File: src/rtl/cpu_flash_bridge_if.sv
// Bus bundle between the 6809 / flash controller side and cpu_flash_bridge.
// master drives the CPU and controller inputs; slave is the bridge itself.
interface cpu_flash_bridge_if;
  logic        i_E;
  logic [15:0] i_ADDRESS_BUS;
  logic        i_RW;
  logic        i_MemoryReady;
  logic [7:0]  i_spi_data;
  logic        o_spi_ce;
  logic        o_MRDY;
  logic [7:0]  o_cpu_data;
  logic        o_data_oe;
  logic        o_error;

  modport master (
    output i_E, i_ADDRESS_BUS, i_RW, i_MemoryReady, i_spi_data,
    input  o_spi_ce, o_MRDY, o_cpu_data, o_data_oe, o_error
  );

  modport slave (
    input  i_E, i_ADDRESS_BUS, i_RW, i_MemoryReady, i_spi_data,
    output o_spi_ce, o_MRDY, o_cpu_data, o_data_oe, o_error
  );
endinterface

File: src/rtl/cpu_flash_bridge.sv
// Stretches 6809 cycles in the flash window while a serial flash controller fetches the byte.
// Optional macro FLASH_WRITE_PROTECT_EN rejects window writes and flags them on o_error.
module cpu_flash_bridge #(
  parameter logic [3:0] WINDOW_BASE  = 4'hE,
  parameter int         ACK_TIMEOUT  = 16,
  parameter int         BUSY_TIMEOUT = 255
) (
  input  logic              clk,
  input  logic              reset,
  cpu_flash_bridge_if.slave bus
);

  typedef enum logic [1:0] {IDLE, REQ, BUSY, HOLD} state_e;

  localparam logic [7:0] ACK_LAST  = 8'(ACK_TIMEOUT - 1);
  localparam logic [7:0] BUSY_LAST = 8'(BUSY_TIMEOUT - 1);

  state_e     state_q, state_d;
  logic       eMeta_q, eSync_q, eDelay_q;
  logic       rw_q, rw_d;
  logic [7:0] cnt_q, cnt_d;
  logic       spiCe_q, spiCe_d;
  logic       mrdy_q, mrdy_d;
  logic [7:0] cpuData_q, cpuData_d;
  logic       dataOe_q, dataOe_d;
  logic       error_q, error_d;

  logic       eRise, eFall, windowHit, blockWrite;
  logic [7:0] cntInc;

  assign eRise     = eSync_q & ~eDelay_q;
  assign eFall     = ~eSync_q & eDelay_q;
  assign windowHit = (bus.i_ADDRESS_BUS[15:12] == WINDOW_BASE);
  assign cntInc    = (cnt_q == 8'hFF) ? cnt_q : cnt_q + 8'd1;

`ifdef FLASH_WRITE_PROTECT_EN
  assign blockWrite = ~bus.i_RW;
`else
  assign blockWrite = 1'b0;
`endif

  always_ff @(posedge clk) begin
    if (!reset) begin
      state_q   <= IDLE;
      eMeta_q   <= 1'b0;
      eSync_q   <= 1'b0;
      eDelay_q  <= 1'b0;
      rw_q      <= 1'b1;
      cnt_q     <= 8'h00;
      spiCe_q   <= 1'b0;
      mrdy_q    <= 1'b1;
      cpuData_q <= 8'h00;
      dataOe_q  <= 1'b0;
      error_q   <= 1'b0;
    end else begin
      state_q   <= state_d;
      eMeta_q   <= bus.i_E;
      eSync_q   <= eMeta_q;
      eDelay_q  <= eSync_q;
      rw_q      <= rw_d;
      cnt_q     <= cnt_d;
      spiCe_q   <= spiCe_d;
      mrdy_q    <= mrdy_d;
      cpuData_q <= cpuData_d;
      dataOe_q  <= dataOe_d;
      error_q   <= error_d;
    end
  end

  always_comb begin
    state_d   = state_q;
    rw_d      = rw_q;
    cnt_d     = cnt_q;
    spiCe_d   = spiCe_q;
    mrdy_d    = mrdy_q;
    cpuData_d = cpuData_q;
    dataOe_d  = dataOe_q;
    error_d   = error_q;

    case (state_q)
      IDLE: begin
        if (eRise && windowHit) begin
          if (blockWrite) begin
            error_d = 1'b1;
          end else begin
            rw_d     = bus.i_RW;
            cnt_d    = 8'h00;
            spiCe_d  = 1'b1;
            mrdy_d   = 1'b0;
            dataOe_d = 1'b0;
            state_d  = REQ;
          end
        end
      end
      REQ: begin
        if (!bus.i_MemoryReady) begin
          spiCe_d = 1'b0;
          cnt_d   = 8'h00;
          state_d = BUSY;
        end else if (cnt_q >= ACK_LAST) begin
          error_d   = 1'b1;
          spiCe_d   = 1'b0;
          mrdy_d    = 1'b1;
          cpuData_d = 8'hFF;
          dataOe_d  = 1'b0;
          state_d   = HOLD;
        end else begin
          cnt_d = cntInc;
        end
      end
      BUSY: begin
        if (bus.i_MemoryReady) begin
          if (rw_q) cpuData_d = bus.i_spi_data;
          mrdy_d   = 1'b1;
          dataOe_d = rw_q;
          state_d  = HOLD;
        end else if (cnt_q >= BUSY_LAST) begin
          error_d   = 1'b1;
          spiCe_d   = 1'b0;
          mrdy_d    = 1'b1;
          cpuData_d = 8'hFF;
          dataOe_d  = 1'b0;
          state_d   = HOLD;
        end else begin
          cnt_d = cntInc;
        end
      end
      HOLD: begin
        // Only the end of the CPU cycle releases the bus; a fresh E-rise here is dropped.
        if (eFall) begin
          dataOe_d = 1'b0;
          state_d  = IDLE;
        end
      end
      default: state_d = IDLE;
    endcase
  end

  assign bus.o_spi_ce   = spiCe_q;
  assign bus.o_MRDY     = mrdy_q;
  assign bus.o_cpu_data = cpuData_q;
  assign bus.o_data_oe  = dataOe_q;
  assign bus.o_error    = error_q;

endmodule

File: src/flat_wrapper.sv
// flat-port wrapper written by rule: the top's interface ports become plain ports
module cpu_flash_bridge_flat 
#(
  parameter logic [3:0] WINDOW_BASE  = 4'hE,
  parameter int         ACK_TIMEOUT  = 16,
  parameter int         BUSY_TIMEOUT = 255
)
  (clk, reset, bus_i_E, bus_i_ADDRESS_BUS, bus_i_RW, bus_i_MemoryReady, bus_i_spi_data, bus_o_spi_ce, bus_o_MRDY, bus_o_cpu_data, bus_o_data_oe, bus_o_error);
  cpu_flash_bridge_if bus_i ();
  input  logic clk;
  input  logic reset;
  input wire logic [$bits(bus_i.i_E)-1:0] bus_i_E;
  input wire logic [$bits(bus_i.i_ADDRESS_BUS)-1:0] bus_i_ADDRESS_BUS;
  input wire logic [$bits(bus_i.i_RW)-1:0] bus_i_RW;
  input wire logic [$bits(bus_i.i_MemoryReady)-1:0] bus_i_MemoryReady;
  input wire logic [$bits(bus_i.i_spi_data)-1:0] bus_i_spi_data;
  output wire logic [$bits(bus_i.o_spi_ce)-1:0] bus_o_spi_ce;
  output wire logic [$bits(bus_i.o_MRDY)-1:0] bus_o_MRDY;
  output wire logic [$bits(bus_i.o_cpu_data)-1:0] bus_o_cpu_data;
  output wire logic [$bits(bus_i.o_data_oe)-1:0] bus_o_data_oe;
  output wire logic [$bits(bus_i.o_error)-1:0] bus_o_error;
  assign bus_i.i_E = bus_i_E;
  assign bus_i.i_ADDRESS_BUS = bus_i_ADDRESS_BUS;
  assign bus_i.i_RW = bus_i_RW;
  assign bus_i.i_MemoryReady = bus_i_MemoryReady;
  assign bus_i.i_spi_data = bus_i_spi_data;
  assign bus_o_spi_ce = bus_i.o_spi_ce;
  assign bus_o_MRDY = bus_i.o_MRDY;
  assign bus_o_cpu_data = bus_i.o_cpu_data;
  assign bus_o_data_oe = bus_i.o_data_oe;
  assign bus_o_error = bus_i.o_error;
  cpu_flash_bridge #(.WINDOW_BASE(WINDOW_BASE), .ACK_TIMEOUT(ACK_TIMEOUT), .BUSY_TIMEOUT(BUSY_TIMEOUT)) u_core (.clk(clk), .reset(reset), .bus(bus_i));
endmodule
File: config.mk
export PLATFORM = sky130hd
export DESIGN_NAME = cpu_flash_bridge_flat
export DESIGN_NICKNAME = d
export VERILOG_FILES = /design/src/rtl/cpu_flash_bridge_if.sv /design/src/rtl/cpu_flash_bridge.sv /design/src/flat_wrapper.sv
export SDC_FILE = /design/constraint.sdc
export NUM_CORES = 1
export LEC_CHECK = 0
export ABC_AREA = 1
export BUFFER_PORTS_ARGS = -buffer_cell sky130_fd_sc_hd__clkbuf_2
export CAP_MARGIN = 10
export CORE_ASPECT_RATIO = 0.7
export CORE_MARGIN = 2
export CORE_UTILIZATION = 56
export DETAILED_ROUTE_END_ITERATION = 6
export HOLD_SLACK_MARGIN = 0.08
export PLACE_DENSITY = 0.84
export RECOVER_POWER = 25
export SKIP_CTS_REPAIR_TIMING = 1
export SYNTH_ARGS = -nofsm -noshare
export SYNTH_HDL_FRONTEND = slang
export SYNTH_SLANG_ARGS = --single-unit
File: constraint.sdc
create_clock -name clk -period 3.71 [get_ports clk]
set_input_delay 0.371 -clock clk [delete_from_list [all_inputs] [get_ports clk]]
set_output_delay 0.371 -clock clk [all_outputs]
set_load 0.005 [all_outputs]
==> impl_metrics.csv <==
group,metric,value,unit
run_status,status,"complete, no violations",
timing,rsz0062_at_grt,"no",
floorplan,row_count,15,
timing,fin_crit,1.92,ns
pwr,power_density,676,mW/mm²
floorplan,io_pins,41,
yosys,synth_warnings,0,
yosys,synthCells,236,
job,max_cap_violations,0,
critical_path,criticalPathCategory,"flop to flop",
routing,drt_drc_violations_left,0,
critical_path,start_kind,"flop",
yosys,synth_fp_nets,271,
timing,setup_viol,0,
clock_tree,cts_buffer_depth,2,
final_layout,antenna_cells,0,
clock_tree,cts_buffers,3,
clock_tree,path_clk_slew,0.09,ns
yosys,syn_avg_cell_area,6.63,µm²
critical_path,crit_arrival,2.09,ns
floorplan,die_h,48.2,µm
critical_path,path_max_fanout,16,
timing,fin_skew,0.00384,ns
grt,grt_overflow,0,
final_layout,regArea,520,µm²
pwr,ir_drop,0.309,mV
grt,antenna_found_initial,0,
clock_tree,cts.sinks,26,
yosys,synth_edf_count,0,
critical_path,cp.required,3.88,ns
routing,wl,3180,µm
floorplan,coreArea,0.00255,mm²
grt,grt_max_degree,26,
placement,pre_cts_ws,1.83,ns
clock_tree,cts_tree,"done",
placement,place.gp.congestion,0.844,
clock_tree,htree_levels,1,
timing,finalWorstSetupSlack,1.79,ns
routing,viasPerCell,4.96,
routing,wl_per_cell,10.6,µm
critical_path,cp-end-kind,"flop",
routing,drt_iter0_drc,104,
routing,antenna_left,0,
clock_tree,cts-root-buf,"clkbuf_8",
final_layout,post-route-util,69.7,%
routing,firstDrtPassIters,4,
timing,maxClockFrequency,0.520,GHz
yosys,synthFlopType,"dfxtp_1",
timing,drv_slew,0,
final_layout,drive_gt1_share,20.8,%
floorplan,dieWidth,67.2,µm
yosys,ys_types,26,
yosys,netlist_area,0.00157,mm²
grt,grt_usage,21.4,%
grt,grt_pass1_wl,5160,µm
placement,dp_hpwl,2330,µm
clock_tree,insertion_delay,0.27,ns
yosys,seq_area_frac_synth,33.3,%
final_layout,multi_input_area,891,µm²
final_layout,area_delta_synth_final,13.6,%
timing,worstMarginPinSlew,1.14,ns
timing,tns,0,ns
timing,relSlewSlack,24.1,%
yosys,synth_seq_cells,26,
final_layout,fillers,243,
timing,hold_violations,0,
placement,port_buffers,28,
yosys,async_reset_ff_share,0,%
floorplan,die_area,0.00324,mm²
routing,dr_total_vias,1482,
grt,grt_pass1_vias,1185,
final_layout,nets,301,
pwr,p_leak,0.834,nW
hold_path,hold_class,"input port to flop",
timing,min_period_over_period,51.9,%
floorplan,start_util,61.3,%
Yosys cell counts, types with 2 or more instances:
library cell	number	area share [%]
nand2_1	49	12
nor2_1	36	8.6
inv_1	35	8.4
dfxtp_1	26	33
nand3_1	21	6.7
o21ai_0	15	4.8
or2_2	9	3.6
a21oi_1	8	2.6
ha_1	6	4.8
nand2_2	5	2.0
a21oi_2	3	1.7
nand4_1	3	1.2
nor2_2	3	1.2
clkbuf_1	2	0.48
nor2_4	2	1.4
nor3_1	2	0.64
o21ai_2	2	1.1
cell families after synthesis:
logic type / Yosys count / share of synthesized area [%]
and+or+nand+nor: 133 / 39.6
buffers and inverters: 39 / 9.83
adders and majority gates: 6 / 4.80
xor gates and xnor gates: 1 / 0.560
DFF: 26 / 33.3
AOI/OAI and AO/OA: 31 / 12.0
critical path, stage by stage (launching register included):
cell and delay (ns):
dfxtp_1 0.41, inv_1 0.09, ha_1 0.29, nand2_2 0.19, nor2_1 0.06, nor3_1 0.26, nand3_4 0.23, o21ai_0 0.23
a21oi_1 0.06
power breakdown:
group | total, mW | switching [mW] | internal, mW
combinational | 0.574 | 0.359 | 0.215
sequential | 0.442 | 0.0716 | 0.370
clock | 0.186 | 0.0913 | 0.0950
total | 1.20 | 0.522 | 0.680
through the flow:
step / hold WS (ns) / area (µm²) / power (mW) / std cells
6_report: 0.276 / 1780 / 1.20 / 299
5_1_grt: 0.284 / 1780 / 1.32 / 299
3_3_place_gp: 0.407 / 1730 / 1.01 / 295
2_1_floorplan: 0.390 / 1570 / 0.883 / 236
4_1_cts: 0.274 / 1780 / 1.21 / 299
3_5_place_dp: 0.413 / 1730 / 1.02 / 295
flip-flops by register name, indices dropped and copies added (netlist names):
name,cells
u_core.bus.o_error,1
u_core.state_q,2
u_core.rw_q,1
u_core.bus.o_data_oe,1
u_core.eSync_q,1
u_core.eDelay_q,1
u_core.bus.o_MRDY,1
u_core.cnt_q,8
u_core.bus.o_cpu_data,8
u_core.eMeta_q,1
u_core.bus.o_spi_ce,1
path summary, 6_finish.rpt:
check                           slack (ns)               from  cells past startpoint                       end
worst min-delay path                  0.28            bus_i_E                      3            u_core.eMeta_q
worst min register to register        0.43     u_core.eMeta_q                      2            u_core.eSync_q
worst max-delay path                  1.79  u_core.state_q[0]                      8  u_core.bus.o_cpu_data[0]
worst max register to register        1.79  u_core.state_q[0]                      8  u_core.bus.o_cpu_data[0]
layer usage:
metal	global-route usage [%]	wire (µm)
met4	6.94	29
met5	0	0
met3	5.77	208
met2	31.3	1250
met1	31.0	1700
final cells by class:
type | count | area share, %
Clock buffer | 4 | 3.10
Inverter | 36 | 7.60
Sequential cell | 26 | 29.3
Multi-Input combinational cell | 171 | 50.1
Timing Repair Buffer | 28 | 7.53
Tap cell | 34 | 2.39
cells in the final DEF (no fill, tap or decap):
cell and instances:
or2_2 9, nand2_2 5, clkbuf_2 23, ha_1 6, inv_2 1, a21oi_2 3, nor2_1 36, nand4_2 1
nor2_2 3, a21oi_1 8, o21ai_0 15, o21ai_1 1, nor2_4 2, inv_1 35, nand4_1 3, nand2_1 49
o21ai_4 1, dfxtp_1 26, nand3b_1 1, nand3_1 21, clkbuf_1 5, clkbuf_8 4, xor2_1 1, o21ai_2 2
o211ai_1 1, nand3_4 1, nor3_1 2
No activity file was read; power rests on OpenSTA's default activity.
